### config.mk
export PLATFORM = sky130hd
export DESIGN_NAME = rvfi_retire_tracker_flat
export DESIGN_NICKNAME = d
export VERILOG_FILES = /design/src/rtl/rvfi_retire_tracker_if.sv /design/src/rtl/rvfi_retire_tracker.sv /design/src/flat_wrapper.sv
export SDC_FILE = /design/constraint.sdc
export NUM_CORES = 2
export LEC_CHECK = 0
export BUFFER_PORTS_ARGS = -buffer_cell sky130_fd_sc_hd__buf_2
export CAP_MARGIN = 10
export CORE_AREA = 2 2 545 547
export CTS_CLUSTER_DIAMETER = 200
export DETAILED_ROUTE_END_ITERATION = 10
export DIE_AREA = 0 0 547 549
export PLACE_DENSITY = 0.55
export SLEW_MARGIN = 15
export SYNTH_ARGS = -nofsm -noshare
export SYNTH_HDL_FRONTEND = slang
export SYNTH_SLANG_ARGS = --single-unit
### constraint.sdc
create_clock -name clk_i -period 8.81 [get_ports clk_i]
set_input_delay 1.3215 -clock clk_i [delete_from_list [all_inputs] [get_ports clk_i]]
set_output_delay 1.3215 -clock clk_i [all_outputs]
set_load 0.005 [all_outputs]
### src/rtl/rvfi_retire_tracker_if.sv
// Bundle of the probe-side inputs (issue, LSU, commit) and the RVFI record outputs
// of rvfi_retire_tracker.
//   slave  : tracker view (probe signals in, RVFI records out)
//   master : probe/trace environment view (probe signals out, RVFI records in)
interface rvfi_retire_tracker_if #(
    parameter int unsigned NR_COMMIT_PORTS = 2,
    parameter int unsigned TRANS_ID_BITS   = 3,
    parameter int unsigned XLEN            = 64,
    parameter int unsigned ILEN            = 32
) ();
    logic                                flush_i;
    logic                                issue_valid_i;
    logic [TRANS_ID_BITS-1:0]            issue_pointer_i;
    logic [ILEN-1:0]                     instruction_i;
    logic                                is_compressed_i;
    logic [XLEN-1:0]                     rs1_fwd_i;
    logic [XLEN-1:0]                     rs2_fwd_i;
    logic                                lsu_valid_i;
    logic [TRANS_ID_BITS-1:0]            lsu_trans_id_i;
    logic                                lsu_is_store_i;
    logic [XLEN-1:0]                     lsu_vaddr_i;
    logic [XLEN/8-1:0]                   lsu_be_i;
    logic [NR_COMMIT_PORTS-1:0]          commit_ack_i;
    logic [NR_COMMIT_PORTS-1:0]          commit_drop_i;
    logic [NR_COMMIT_PORTS*TRANS_ID_BITS-1:0] commit_pointer_i;
    logic [NR_COMMIT_PORTS*XLEN-1:0]     commit_pc_i;
    logic [NR_COMMIT_PORTS*5-1:0]        commit_rd_i;
    logic [NR_COMMIT_PORTS*XLEN-1:0]     commit_wdata_i;
    logic                                ex_valid_i;
    logic [1:0]                          priv_lvl_i;

    logic [NR_COMMIT_PORTS-1:0]          rvfi_valid_o;
    logic [NR_COMMIT_PORTS*64-1:0]       rvfi_order_o;
    logic [NR_COMMIT_PORTS*ILEN-1:0]     rvfi_insn_o;
    logic [NR_COMMIT_PORTS-1:0]          rvfi_trap_o;
    logic [NR_COMMIT_PORTS*XLEN-1:0]     rvfi_pc_o;
    logic [NR_COMMIT_PORTS*5-1:0]        rvfi_rd_addr_o;
    logic [NR_COMMIT_PORTS*XLEN-1:0]     rvfi_rd_wdata_o;
    logic [NR_COMMIT_PORTS*XLEN-1:0]     rvfi_rs1_rdata_o;
    logic [NR_COMMIT_PORTS*XLEN-1:0]     rvfi_rs2_rdata_o;
    logic [NR_COMMIT_PORTS*XLEN-1:0]     rvfi_mem_addr_o;
    logic [NR_COMMIT_PORTS*XLEN/8-1:0]   rvfi_mem_rmask_o;
    logic [NR_COMMIT_PORTS*XLEN/8-1:0]   rvfi_mem_wmask_o;
    logic [NR_COMMIT_PORTS*2-1:0]        rvfi_mode_o;
    logic                                miss_o;

    modport slave (
        input  flush_i, issue_valid_i, issue_pointer_i, instruction_i, is_compressed_i,
               rs1_fwd_i, rs2_fwd_i, lsu_valid_i, lsu_trans_id_i, lsu_is_store_i,
               lsu_vaddr_i, lsu_be_i, commit_ack_i, commit_drop_i, commit_pointer_i,
               commit_pc_i, commit_rd_i, commit_wdata_i, ex_valid_i, priv_lvl_i,
        output rvfi_valid_o, rvfi_order_o, rvfi_insn_o, rvfi_trap_o, rvfi_pc_o,
               rvfi_rd_addr_o, rvfi_rd_wdata_o, rvfi_rs1_rdata_o, rvfi_rs2_rdata_o,
               rvfi_mem_addr_o, rvfi_mem_rmask_o, rvfi_mem_wmask_o, rvfi_mode_o, miss_o
    );

    modport master (
        output flush_i, issue_valid_i, issue_pointer_i, instruction_i, is_compressed_i,
               rs1_fwd_i, rs2_fwd_i, lsu_valid_i, lsu_trans_id_i, lsu_is_store_i,
               lsu_vaddr_i, lsu_be_i, commit_ack_i, commit_drop_i, commit_pointer_i,
               commit_pc_i, commit_rd_i, commit_wdata_i, ex_valid_i, priv_lvl_i,
        input  rvfi_valid_o, rvfi_order_o, rvfi_insn_o, rvfi_trap_o, rvfi_pc_o,
               rvfi_rd_addr_o, rvfi_rd_wdata_o, rvfi_rs1_rdata_o, rvfi_rs2_rdata_o,
               rvfi_mem_addr_o, rvfi_mem_rmask_o, rvfi_mem_wmask_o, rvfi_mode_o, miss_o
    );
endinterface

### src/rtl/rvfi_retire_tracker.sv
// RVFI retirement tracker: stores issue-time data (instruction, operands, LSU access)
// per scoreboard trans_id and joins it with commit-port data into one registered RVFI
// record per committed, non-dropped instruction, numbered in program order.
// Ports:
//   clk_i  : clock
//   rst_i  : synchronous active-high reset
//   bus    : rvfi_retire_tracker_if.slave (issue/LSU/commit probes in, RVFI records out)
module rvfi_retire_tracker #(
    parameter int unsigned NR_COMMIT_PORTS = 2,
    parameter int unsigned TRANS_ID_BITS   = 3,
    parameter int unsigned XLEN            = 64,
    parameter int unsigned ILEN            = 32
) (
    input logic                  clk_i,
    input logic                  rst_i,
    rvfi_retire_tracker_if.slave bus
);
    localparam int unsigned DEPTH = 2 ** TRANS_ID_BITS;
    localparam int unsigned BE_W  = XLEN / 8;
    localparam int unsigned NP    = NR_COMMIT_PORTS;
    localparam int unsigned TB    = TRANS_ID_BITS;

    // Issue-time table
    logic [DEPTH-1:0] valid_q;
    logic [DEPTH-1:0] mem_valid_q;
    logic [ILEN-1:0]  insn_q     [DEPTH];
    logic [XLEN-1:0]  rs1_q      [DEPTH];
    logic [XLEN-1:0]  rs2_q      [DEPTH];
    logic             is_store_q [DEPTH];
    logic [XLEN-1:0]  vaddr_q    [DEPTH];
    logic [BE_W-1:0]  be_q       [DEPTH];

    logic [63:0] order_q, order_d;
    logic        miss_q, miss_d;

    logic [TB-1:0] cptr [NP];

    // Registered record fields (_q) and their next values (_d)
    logic [NP-1:0]        rec_valid_q, rec_valid_d;
    logic [NP*64-1:0]     rec_order_q, rec_order_d;
    logic [NP*ILEN-1:0]   rec_insn_q, rec_insn_d;
    logic [NP-1:0]        rec_trap_q, rec_trap_d;
    logic [NP*XLEN-1:0]   rec_pc_q, rec_pc_d;
    logic [NP*5-1:0]      rec_rd_q, rec_rd_d;
    logic [NP*XLEN-1:0]   rec_wdata_q, rec_wdata_d;
    logic [NP*XLEN-1:0]   rec_rs1_q, rec_rs1_d;
    logic [NP*XLEN-1:0]   rec_rs2_q, rec_rs2_d;
    logic [NP*XLEN-1:0]   rec_addr_q, rec_addr_d;
    logic [NP*BE_W-1:0]   rec_rmask_q, rec_rmask_d;
    logic [NP*BE_W-1:0]   rec_wmask_q, rec_wmask_d;
    logic [NP*2-1:0]      rec_mode_q, rec_mode_d;

    // Per-port commit index
    always_comb begin : commit_ptr_split
        for (int p = 0; p < NP; p++) begin
            cptr[p] = bus.commit_pointer_i[p*TB +: TB];
        end
    end

    // Build next-cycle records from pre-write table contents; non-dropped acks are
    // numbered consecutively from the current counter in port order.
    always_comb begin : record_build
        logic [63:0]   retired;
        logic          trap;
        logic          hit;
        logic [4:0]    rd;
        retired     = '0;
        trap        = 1'b0;
        hit         = 1'b0;
        rd          = '0;
        rec_valid_d = '0;
        rec_order_d = '0;
        rec_insn_d  = '0;
        rec_trap_d  = '0;
        rec_pc_d    = '0;
        rec_rd_d    = '0;
        rec_wdata_d = '0;
        rec_rs1_d   = '0;
        rec_rs2_d   = '0;
        rec_addr_d  = '0;
        rec_rmask_d = '0;
        rec_wmask_d = '0;
        rec_mode_d  = '0;
        miss_d      = miss_q;
        for (int p = 0; p < NP; p++) begin
            // Any acked read of an empty slot (dropped or not) flags a miss.
            if (bus.commit_ack_i[p] && !valid_q[cptr[p]]) begin
                miss_d = 1'b1;
            end
            if (bus.commit_ack_i[p] && !bus.commit_drop_i[p]) begin
                trap = (p == 0) && bus.ex_valid_i;
                hit  = valid_q[cptr[p]];
                rd   = bus.commit_rd_i[p*5 +: 5];
                rec_valid_d[p]              = 1'b1;
                rec_order_d[p*64 +: 64]     = order_q + retired;
                retired                     = retired + 64'd1;
                rec_trap_d[p]               = trap;
                rec_pc_d[p*XLEN +: XLEN]    = bus.commit_pc_i[p*XLEN +: XLEN];
                rec_rd_d[p*5 +: 5]          = trap ? 5'd0 : rd;
                rec_wdata_d[p*XLEN +: XLEN] = (trap || rd == 5'd0) ? XLEN'(0)
                                              : bus.commit_wdata_i[p*XLEN +: XLEN];
                rec_mode_d[p*2 +: 2]        = bus.priv_lvl_i;
                if (hit) begin
                    rec_insn_d[p*ILEN +: ILEN] = insn_q[cptr[p]];
                    rec_rs1_d[p*XLEN +: XLEN]  = rs1_q[cptr[p]];
                    rec_rs2_d[p*XLEN +: XLEN]  = rs2_q[cptr[p]];
                    if (mem_valid_q[cptr[p]]) begin
                        rec_addr_d[p*XLEN +: XLEN] = vaddr_q[cptr[p]];
                        if (is_store_q[cptr[p]]) begin
                            rec_wmask_d[p*BE_W +: BE_W] = be_q[cptr[p]];
                        end else begin
                            rec_rmask_d[p*BE_W +: BE_W] = be_q[cptr[p]];
                        end
                    end
                end
            end
        end
        order_d = order_q + retired;
    end

    // Control state: record registers, counter, miss flag, valid bits.
    // Commit clears go first so a same-cycle issue to that slot re-fills it.
    always_ff @(posedge clk_i) begin : state_update
        if (rst_i) begin
            valid_q     <= '0;
            mem_valid_q <= '0;
            order_q     <= '0;
            miss_q      <= 1'b0;
            rec_valid_q <= '0;
            rec_order_q <= '0;
            rec_insn_q  <= '0;
            rec_trap_q  <= '0;
            rec_pc_q    <= '0;
            rec_rd_q    <= '0;
            rec_wdata_q <= '0;
            rec_rs1_q   <= '0;
            rec_rs2_q   <= '0;
            rec_addr_q  <= '0;
            rec_rmask_q <= '0;
            rec_wmask_q <= '0;
            rec_mode_q  <= '0;
        end else begin
            order_q     <= order_d;
            miss_q      <= miss_d;
            rec_valid_q <= rec_valid_d;
            rec_order_q <= rec_order_d;
            rec_insn_q  <= rec_insn_d;
            rec_trap_q  <= rec_trap_d;
            rec_pc_q    <= rec_pc_d;
            rec_rd_q    <= rec_rd_d;
            rec_wdata_q <= rec_wdata_d;
            rec_rs1_q   <= rec_rs1_d;
            rec_rs2_q   <= rec_rs2_d;
            rec_addr_q  <= rec_addr_d;
            rec_rmask_q <= rec_rmask_d;
            rec_wmask_q <= rec_wmask_d;
            rec_mode_q  <= rec_mode_d;
            for (int p = 0; p < NP; p++) begin
                if (bus.commit_ack_i[p]) begin
                    valid_q[cptr[p]] <= 1'b0;
                end
            end
            if (bus.flush_i) begin
                valid_q     <= '0;
                mem_valid_q <= '0;
            end else begin
                if (bus.issue_valid_i) begin
                    valid_q[bus.issue_pointer_i]     <= 1'b1;
                    mem_valid_q[bus.issue_pointer_i] <= 1'b0;
                end
                // LSU after issue: wins on a shared index
                if (bus.lsu_valid_i) begin
                    mem_valid_q[bus.lsu_trans_id_i] <= 1'b1;
                end
            end
        end
    end

    // Table payload; no reset needed since valid bits gate every read.
    always_ff @(posedge clk_i) begin : table_data
        if (!rst_i && !bus.flush_i) begin
            if (bus.issue_valid_i) begin
                insn_q[bus.issue_pointer_i] <= bus.is_compressed_i
                                               ? ILEN'(bus.instruction_i[15:0])
                                               : bus.instruction_i;
                rs1_q[bus.issue_pointer_i]  <= bus.rs1_fwd_i;
                rs2_q[bus.issue_pointer_i]  <= bus.rs2_fwd_i;
            end
            if (bus.lsu_valid_i) begin
                is_store_q[bus.lsu_trans_id_i] <= bus.lsu_is_store_i;
                vaddr_q[bus.lsu_trans_id_i]    <= bus.lsu_vaddr_i;
                be_q[bus.lsu_trans_id_i]       <= bus.lsu_be_i;
            end
        end
    end

    assign bus.rvfi_valid_o     = rec_valid_q;
    assign bus.rvfi_order_o     = rec_order_q;
    assign bus.rvfi_insn_o      = rec_insn_q;
    assign bus.rvfi_trap_o      = rec_trap_q;
    assign bus.rvfi_pc_o        = rec_pc_q;
    assign bus.rvfi_rd_addr_o   = rec_rd_q;
    assign bus.rvfi_rd_wdata_o  = rec_wdata_q;
    assign bus.rvfi_rs1_rdata_o = rec_rs1_q;
    assign bus.rvfi_rs2_rdata_o = rec_rs2_q;
    assign bus.rvfi_mem_addr_o  = rec_addr_q;
    assign bus.rvfi_mem_rmask_o = rec_rmask_q;
    assign bus.rvfi_mem_wmask_o = rec_wmask_q;
    assign bus.rvfi_mode_o      = rec_mode_q;
    assign bus.miss_o           = miss_q;

endmodule
### src/flat_wrapper.sv
// flat-port wrapper written by rule: the top's interface ports become plain ports
module rvfi_retire_tracker_flat 
#(
    parameter int unsigned NR_COMMIT_PORTS = 2,
    parameter int unsigned TRANS_ID_BITS   = 3,
    parameter int unsigned XLEN            = 64,
    parameter int unsigned ILEN            = 32
)
  (clk_i, rst_i, bus_flush_i, bus_issue_valid_i, bus_issue_pointer_i, bus_instruction_i, bus_is_compressed_i, bus_rs1_fwd_i, bus_rs2_fwd_i, bus_lsu_valid_i, bus_lsu_trans_id_i, bus_lsu_is_store_i, bus_lsu_vaddr_i, bus_lsu_be_i, bus_commit_ack_i, bus_commit_drop_i, bus_commit_pointer_i, bus_commit_pc_i, bus_commit_rd_i, bus_commit_wdata_i, bus_ex_valid_i, bus_priv_lvl_i, bus_rvfi_valid_o, bus_rvfi_order_o, bus_rvfi_insn_o, bus_rvfi_trap_o, bus_rvfi_pc_o, bus_rvfi_rd_addr_o, bus_rvfi_rd_wdata_o, bus_rvfi_rs1_rdata_o, bus_rvfi_rs2_rdata_o, bus_rvfi_mem_addr_o, bus_rvfi_mem_rmask_o, bus_rvfi_mem_wmask_o, bus_rvfi_mode_o, bus_miss_o);
  rvfi_retire_tracker_if #(.NR_COMMIT_PORTS(NR_COMMIT_PORTS), .TRANS_ID_BITS(TRANS_ID_BITS), .XLEN(XLEN), .ILEN(ILEN)) bus_i ();
  input logic clk_i;
  input logic rst_i;
  input wire logic [$bits(bus_i.flush_i)-1:0] bus_flush_i;
  input wire logic [$bits(bus_i.issue_valid_i)-1:0] bus_issue_valid_i;
  input wire logic [$bits(bus_i.issue_pointer_i)-1:0] bus_issue_pointer_i;
  input wire logic [$bits(bus_i.instruction_i)-1:0] bus_instruction_i;
  input wire logic [$bits(bus_i.is_compressed_i)-1:0] bus_is_compressed_i;
  input wire logic [$bits(bus_i.rs1_fwd_i)-1:0] bus_rs1_fwd_i;
  input wire logic [$bits(bus_i.rs2_fwd_i)-1:0] bus_rs2_fwd_i;
  input wire logic [$bits(bus_i.lsu_valid_i)-1:0] bus_lsu_valid_i;
  input wire logic [$bits(bus_i.lsu_trans_id_i)-1:0] bus_lsu_trans_id_i;
  input wire logic [$bits(bus_i.lsu_is_store_i)-1:0] bus_lsu_is_store_i;
  input wire logic [$bits(bus_i.lsu_vaddr_i)-1:0] bus_lsu_vaddr_i;
  input wire logic [$bits(bus_i.lsu_be_i)-1:0] bus_lsu_be_i;
  input wire logic [$bits(bus_i.commit_ack_i)-1:0] bus_commit_ack_i;
  input wire logic [$bits(bus_i.commit_drop_i)-1:0] bus_commit_drop_i;
  input wire logic [$bits(bus_i.commit_pointer_i)-1:0] bus_commit_pointer_i;
  input wire logic [$bits(bus_i.commit_pc_i)-1:0] bus_commit_pc_i;
  input wire logic [$bits(bus_i.commit_rd_i)-1:0] bus_commit_rd_i;
  input wire logic [$bits(bus_i.commit_wdata_i)-1:0] bus_commit_wdata_i;
  input wire logic [$bits(bus_i.ex_valid_i)-1:0] bus_ex_valid_i;
  input wire logic [$bits(bus_i.priv_lvl_i)-1:0] bus_priv_lvl_i;
  output wire logic [$bits(bus_i.rvfi_valid_o)-1:0] bus_rvfi_valid_o;
  output wire logic [$bits(bus_i.rvfi_order_o)-1:0] bus_rvfi_order_o;
  output wire logic [$bits(bus_i.rvfi_insn_o)-1:0] bus_rvfi_insn_o;
  output wire logic [$bits(bus_i.rvfi_trap_o)-1:0] bus_rvfi_trap_o;
  output wire logic [$bits(bus_i.rvfi_pc_o)-1:0] bus_rvfi_pc_o;
  output wire logic [$bits(bus_i.rvfi_rd_addr_o)-1:0] bus_rvfi_rd_addr_o;
  output wire logic [$bits(bus_i.rvfi_rd_wdata_o)-1:0] bus_rvfi_rd_wdata_o;
  output wire logic [$bits(bus_i.rvfi_rs1_rdata_o)-1:0] bus_rvfi_rs1_rdata_o;
  output wire logic [$bits(bus_i.rvfi_rs2_rdata_o)-1:0] bus_rvfi_rs2_rdata_o;
  output wire logic [$bits(bus_i.rvfi_mem_addr_o)-1:0] bus_rvfi_mem_addr_o;
  output wire logic [$bits(bus_i.rvfi_mem_rmask_o)-1:0] bus_rvfi_mem_rmask_o;
  output wire logic [$bits(bus_i.rvfi_mem_wmask_o)-1:0] bus_rvfi_mem_wmask_o;
  output wire logic [$bits(bus_i.rvfi_mode_o)-1:0] bus_rvfi_mode_o;
  output wire logic [$bits(bus_i.miss_o)-1:0] bus_miss_o;
  assign bus_i.flush_i = bus_flush_i;
  assign bus_i.issue_valid_i = bus_issue_valid_i;
  assign bus_i.issue_pointer_i = bus_issue_pointer_i;
  assign bus_i.instruction_i = bus_instruction_i;
  assign bus_i.is_compressed_i = bus_is_compressed_i;
  assign bus_i.rs1_fwd_i = bus_rs1_fwd_i;
  assign bus_i.rs2_fwd_i = bus_rs2_fwd_i;
  assign bus_i.lsu_valid_i = bus_lsu_valid_i;
  assign bus_i.lsu_trans_id_i = bus_lsu_trans_id_i;
  assign bus_i.lsu_is_store_i = bus_lsu_is_store_i;
  assign bus_i.lsu_vaddr_i = bus_lsu_vaddr_i;
  assign bus_i.lsu_be_i = bus_lsu_be_i;
  assign bus_i.commit_ack_i = bus_commit_ack_i;
  assign bus_i.commit_drop_i = bus_commit_drop_i;
  assign bus_i.commit_pointer_i = bus_commit_pointer_i;
  assign bus_i.commit_pc_i = bus_commit_pc_i;
  assign bus_i.commit_rd_i = bus_commit_rd_i;
  assign bus_i.commit_wdata_i = bus_commit_wdata_i;
  assign bus_i.ex_valid_i = bus_ex_valid_i;
  assign bus_i.priv_lvl_i = bus_priv_lvl_i;
  assign bus_rvfi_valid_o = bus_i.rvfi_valid_o;
  assign bus_rvfi_order_o = bus_i.rvfi_order_o;
  assign bus_rvfi_insn_o = bus_i.rvfi_insn_o;
  assign bus_rvfi_trap_o = bus_i.rvfi_trap_o;
  assign bus_rvfi_pc_o = bus_i.rvfi_pc_o;
  assign bus_rvfi_rd_addr_o = bus_i.rvfi_rd_addr_o;
  assign bus_rvfi_rd_wdata_o = bus_i.rvfi_rd_wdata_o;
  assign bus_rvfi_rs1_rdata_o = bus_i.rvfi_rs1_rdata_o;
  assign bus_rvfi_rs2_rdata_o = bus_i.rvfi_rs2_rdata_o;
  assign bus_rvfi_mem_addr_o = bus_i.rvfi_mem_addr_o;
  assign bus_rvfi_mem_rmask_o = bus_i.rvfi_mem_rmask_o;
  assign bus_rvfi_mem_wmask_o = bus_i.rvfi_mem_wmask_o;
  assign bus_rvfi_mode_o = bus_i.rvfi_mode_o;
  assign bus_miss_o = bus_i.miss_o;
  rvfi_retire_tracker #(.NR_COMMIT_PORTS(NR_COMMIT_PORTS), .TRANS_ID_BITS(TRANS_ID_BITS), .XLEN(XLEN), .ILEN(ILEN)) u_core (.clk_i(clk_i), .rst_i(rst_i), .bus(bus_i));
endmodule
==> qor.csv <==
metric,value,unit
outcome,completed,
CTS Sinks,2826,
initial core utilization,37.5,%
max-slew violations,0,
Tmin final,4330,ps
Compound-Gate Fraction of Synth Area,0.645,%
CTS tree,built,
Tot GR Track Use,27.0,%
Die ar.,300000,um^2
Mapped Nets,6639,
Worst Max-Slew Pin Slew,1160,ps
"commonest non-fill, non-tap cell in the layout",edfxtp_1,
Die Wd,547,um
critical path required time,9590,ps
Rows,200,
Tcrit/Tclk final,49.1,%
floorplan core area,295000,um^2
Post-CTS Setup Repair Bufs,0,
clock root cell,clkbuf_16,
fin cells,11800,
Die Height,549,um
Skew-Pair Late Insertion Delay,940,ps
number of global-route vias before repair,65300,
Fin. Hold Viols,0,
Syn Std Cell Area,111000,um^2
HP Class,flop to flop,
register area share after synthesis,68.0,%
Synth cell types,52,
vias per cell,5.46,
Placed Instances,11200,
RSZ-0062 raised after global routing,false,
largest net degree at the start of global routing,133,
Congestion Overflow GR,0,
Syn Inst Count,6111,
main combinational cell family by area after synthesis,multiplexers,
async set-reset flop share out of synthesis,0,%
R2R Path Start,u_core.valid_q[0],
violation count after the first detailed-routing iteration,6065,
yosys warns,0,
mean cell area of the mapped netlist,18.1,um^2
initial antenna violation count,199,
first-pass GRT wire length,560,mm
met2 usage,41.8,%
slew margin rel.,22.4,%
Worst VDD drop,0.000205,V
Reg2Reg Depth,5,
simple-gate portion of the synthesized area,5.66,%
Max Fclk,0.231,GHz
Post-Route WL,416,mm
MaxCap Viol Count,0,
Final Skew,85.2,ps
# hold bufs at CTS,0,
number of flops mapped to enable cells by yosys,1864,
clock buffer depth,4,
DRC,0,
Routability Congestion,1.02,
Post-synth top flop,edfxtp_1,
I/O Buffers,1405,
Crit Path Class,primary input to flop,
hpwl dp,285,mm
first drt pass iteration count,5,
register bit total from synthesis,2826,
hold_sp,u_core.mem_valid_q[3],
DR WL/cell,35.1,um
Inserted Clock Buffers,318,
routing usage on met1,35.8,%
post-CTS sizing,0,
XOR/XNOR Fraction of Synth Area,0.625,%
"Setup violations, final",0,
Static Leakage,0.0488,uW
share of cells above drive strength 1,38.5,%
Area Overhead vs Synth,20.5,%
clk slew on worst S/H paths,60,ps
met3 Usage GRT,9.59,%
cell depth of the worst min-delay path,2,
I/O Pins,1407,
Hold Worst Slack,502,ps
most frequent cells in the layout,"edfxtp_1 (1864), buf_2 (1399), dfxtp_1 (962)",
Top Usage Layer GRT,met2,
Worst Path Arrival,5110,ps
CP Launch Type,primary input,
Vias,64600,
H-Tree Depth,5,
Worst Path Max Fanout,101,
Cell Pwr Density,223,nW/um^2
layout net count,8062,
Worst Setup SP,bus_commit_pointer_i[2],
Worst setup EP type,flop,
"antenna viol nets, final",0,
post-synthesis adder-cell area fraction,0.0520,%
mux cell area share after synthesis,23.4,%
==> through the flow <==
| step | setup TNS (ps) | power (uW) | setup slack [ps] | util [%] | instance area (um^2) |
|---|---|---|---|---|---|
| 6_report | 0 | 29700 | 4480 | 45.2 | 133000 |
| 5_1_grt | 0 | 30600 | 4400 | 45.1 | 133000 |
| 4_1_cts | 0 | 30000 | 4550 | 45.1 | 133000 |
| 3_5_place_dp | 0 | 16200 | 3560 | 41.4 | 122000 |
| 3_3_place_gp | 0 | 16200 | 3530 | 41.4 | 122000 |
| 2_1_floorplan | -552290 | 15600 | -440 | - | 111000 |
==> power by group <==
part	internal (uW)	switching [uW]	total, uW
registers	14300	86.0	14400
clock network	8160	5600	13800
logic	700	879	1580
total	23100	6560	29700
==> kinds of logic after synthesis <==
kind of cell | after synthesis
flops | 2826
mux | 1415
simple gates | 1248
buf+inv | 417
compound gates | 121
xor+xnor | 79
fa+ha+maj | 4
other cells | 1
==> worst max-delay path, stage by stage <==
cell,delay (ps)
buf_8,570
buf_4,660
buf_4,730
buf_4,760
mux4_2,430
mux2i_1,150
nor2_1,60
==> layer usage <==
metal / part of all wire (%) / up-vias
met5: 0.16 / -
met4: 3.1 / 106
met3: 9.7 / 710
met2: 46 / 2834
met1: 41 / 34000
li1: - / 27000
==> flip-flops by register name, indices dropped and copies added, names as in the netlist, 128 cells and up <==
| name | flops |
|---|---|
| u_core.insn_q | 256 |
| u_core.rs1_q | 512 |
| u_core.bus.rvfi_order_o | 128 |
| u_core.rs2_q | 512 |
| u_core.bus.rvfi_mem_addr_o | 128 |
| u_core.bus.rvfi_rd_wdata_o | 128 |
| u_core.bus.rvfi_rs2_rdata_o | 128 |
| u_core.bus.rvfi_rs1_rdata_o | 128 |
| u_core.vaddr_q | 512 |
| u_core.bus.rvfi_pc_o | 128 |
==> path summary, 6_finish.rpt <==
kind	endpoint	slack, ps
worst max-delay path	u_core.bus.rvfi_rs2_rdata_o[49]	4480
worst min-delay path	u_core.mem_valid_q[3]	500
worst max register to register	u_core.bus.rvfi_insn_o[15]	5800
worst min register to register	u_core.mem_valid_q[3]	500
==> synth_stat cells, types with 30 or more instances <==
cell / count / area share, %
nor2_1: 608 / 2.1
a21oi_1: 46 / 0.21
xor2_1: 61 / 0.48
nor2b_1: 30 / 0.17
edfxtp_1: 1864 / 51
mux2i_1: 469 / 4.2
mux4_2: 937 / 19
nand3_1: 47 / 0.21
clkbuf_1: 195 / 0.66
or3_1: 35 / 0.20
and2_1: 338 / 1.9
o21ai_0: 39 / 0.18
buf_1: 58 / 0.20
nand2_1: 46 / 0.16
nand4_1: 62 / 0.35
buf_2: 151 / 0.68
dfxtp_1: 962 / 17
==> area by class of cell <==
cell class | count | area, um^2
antenna | 84 | 210
multi-input combinational | 2868 | 33800
inverter | 12 | 48.8
fill | 25800 | 162000
timing repair buffer | 1508 | 8130
clock inverter | 136 | 1740
tap | 3939 | 4930
clock buffer | 454 | 9180
sequential | 2826 | 75200
Note: power is estimated with default switching activity, not from simulation.
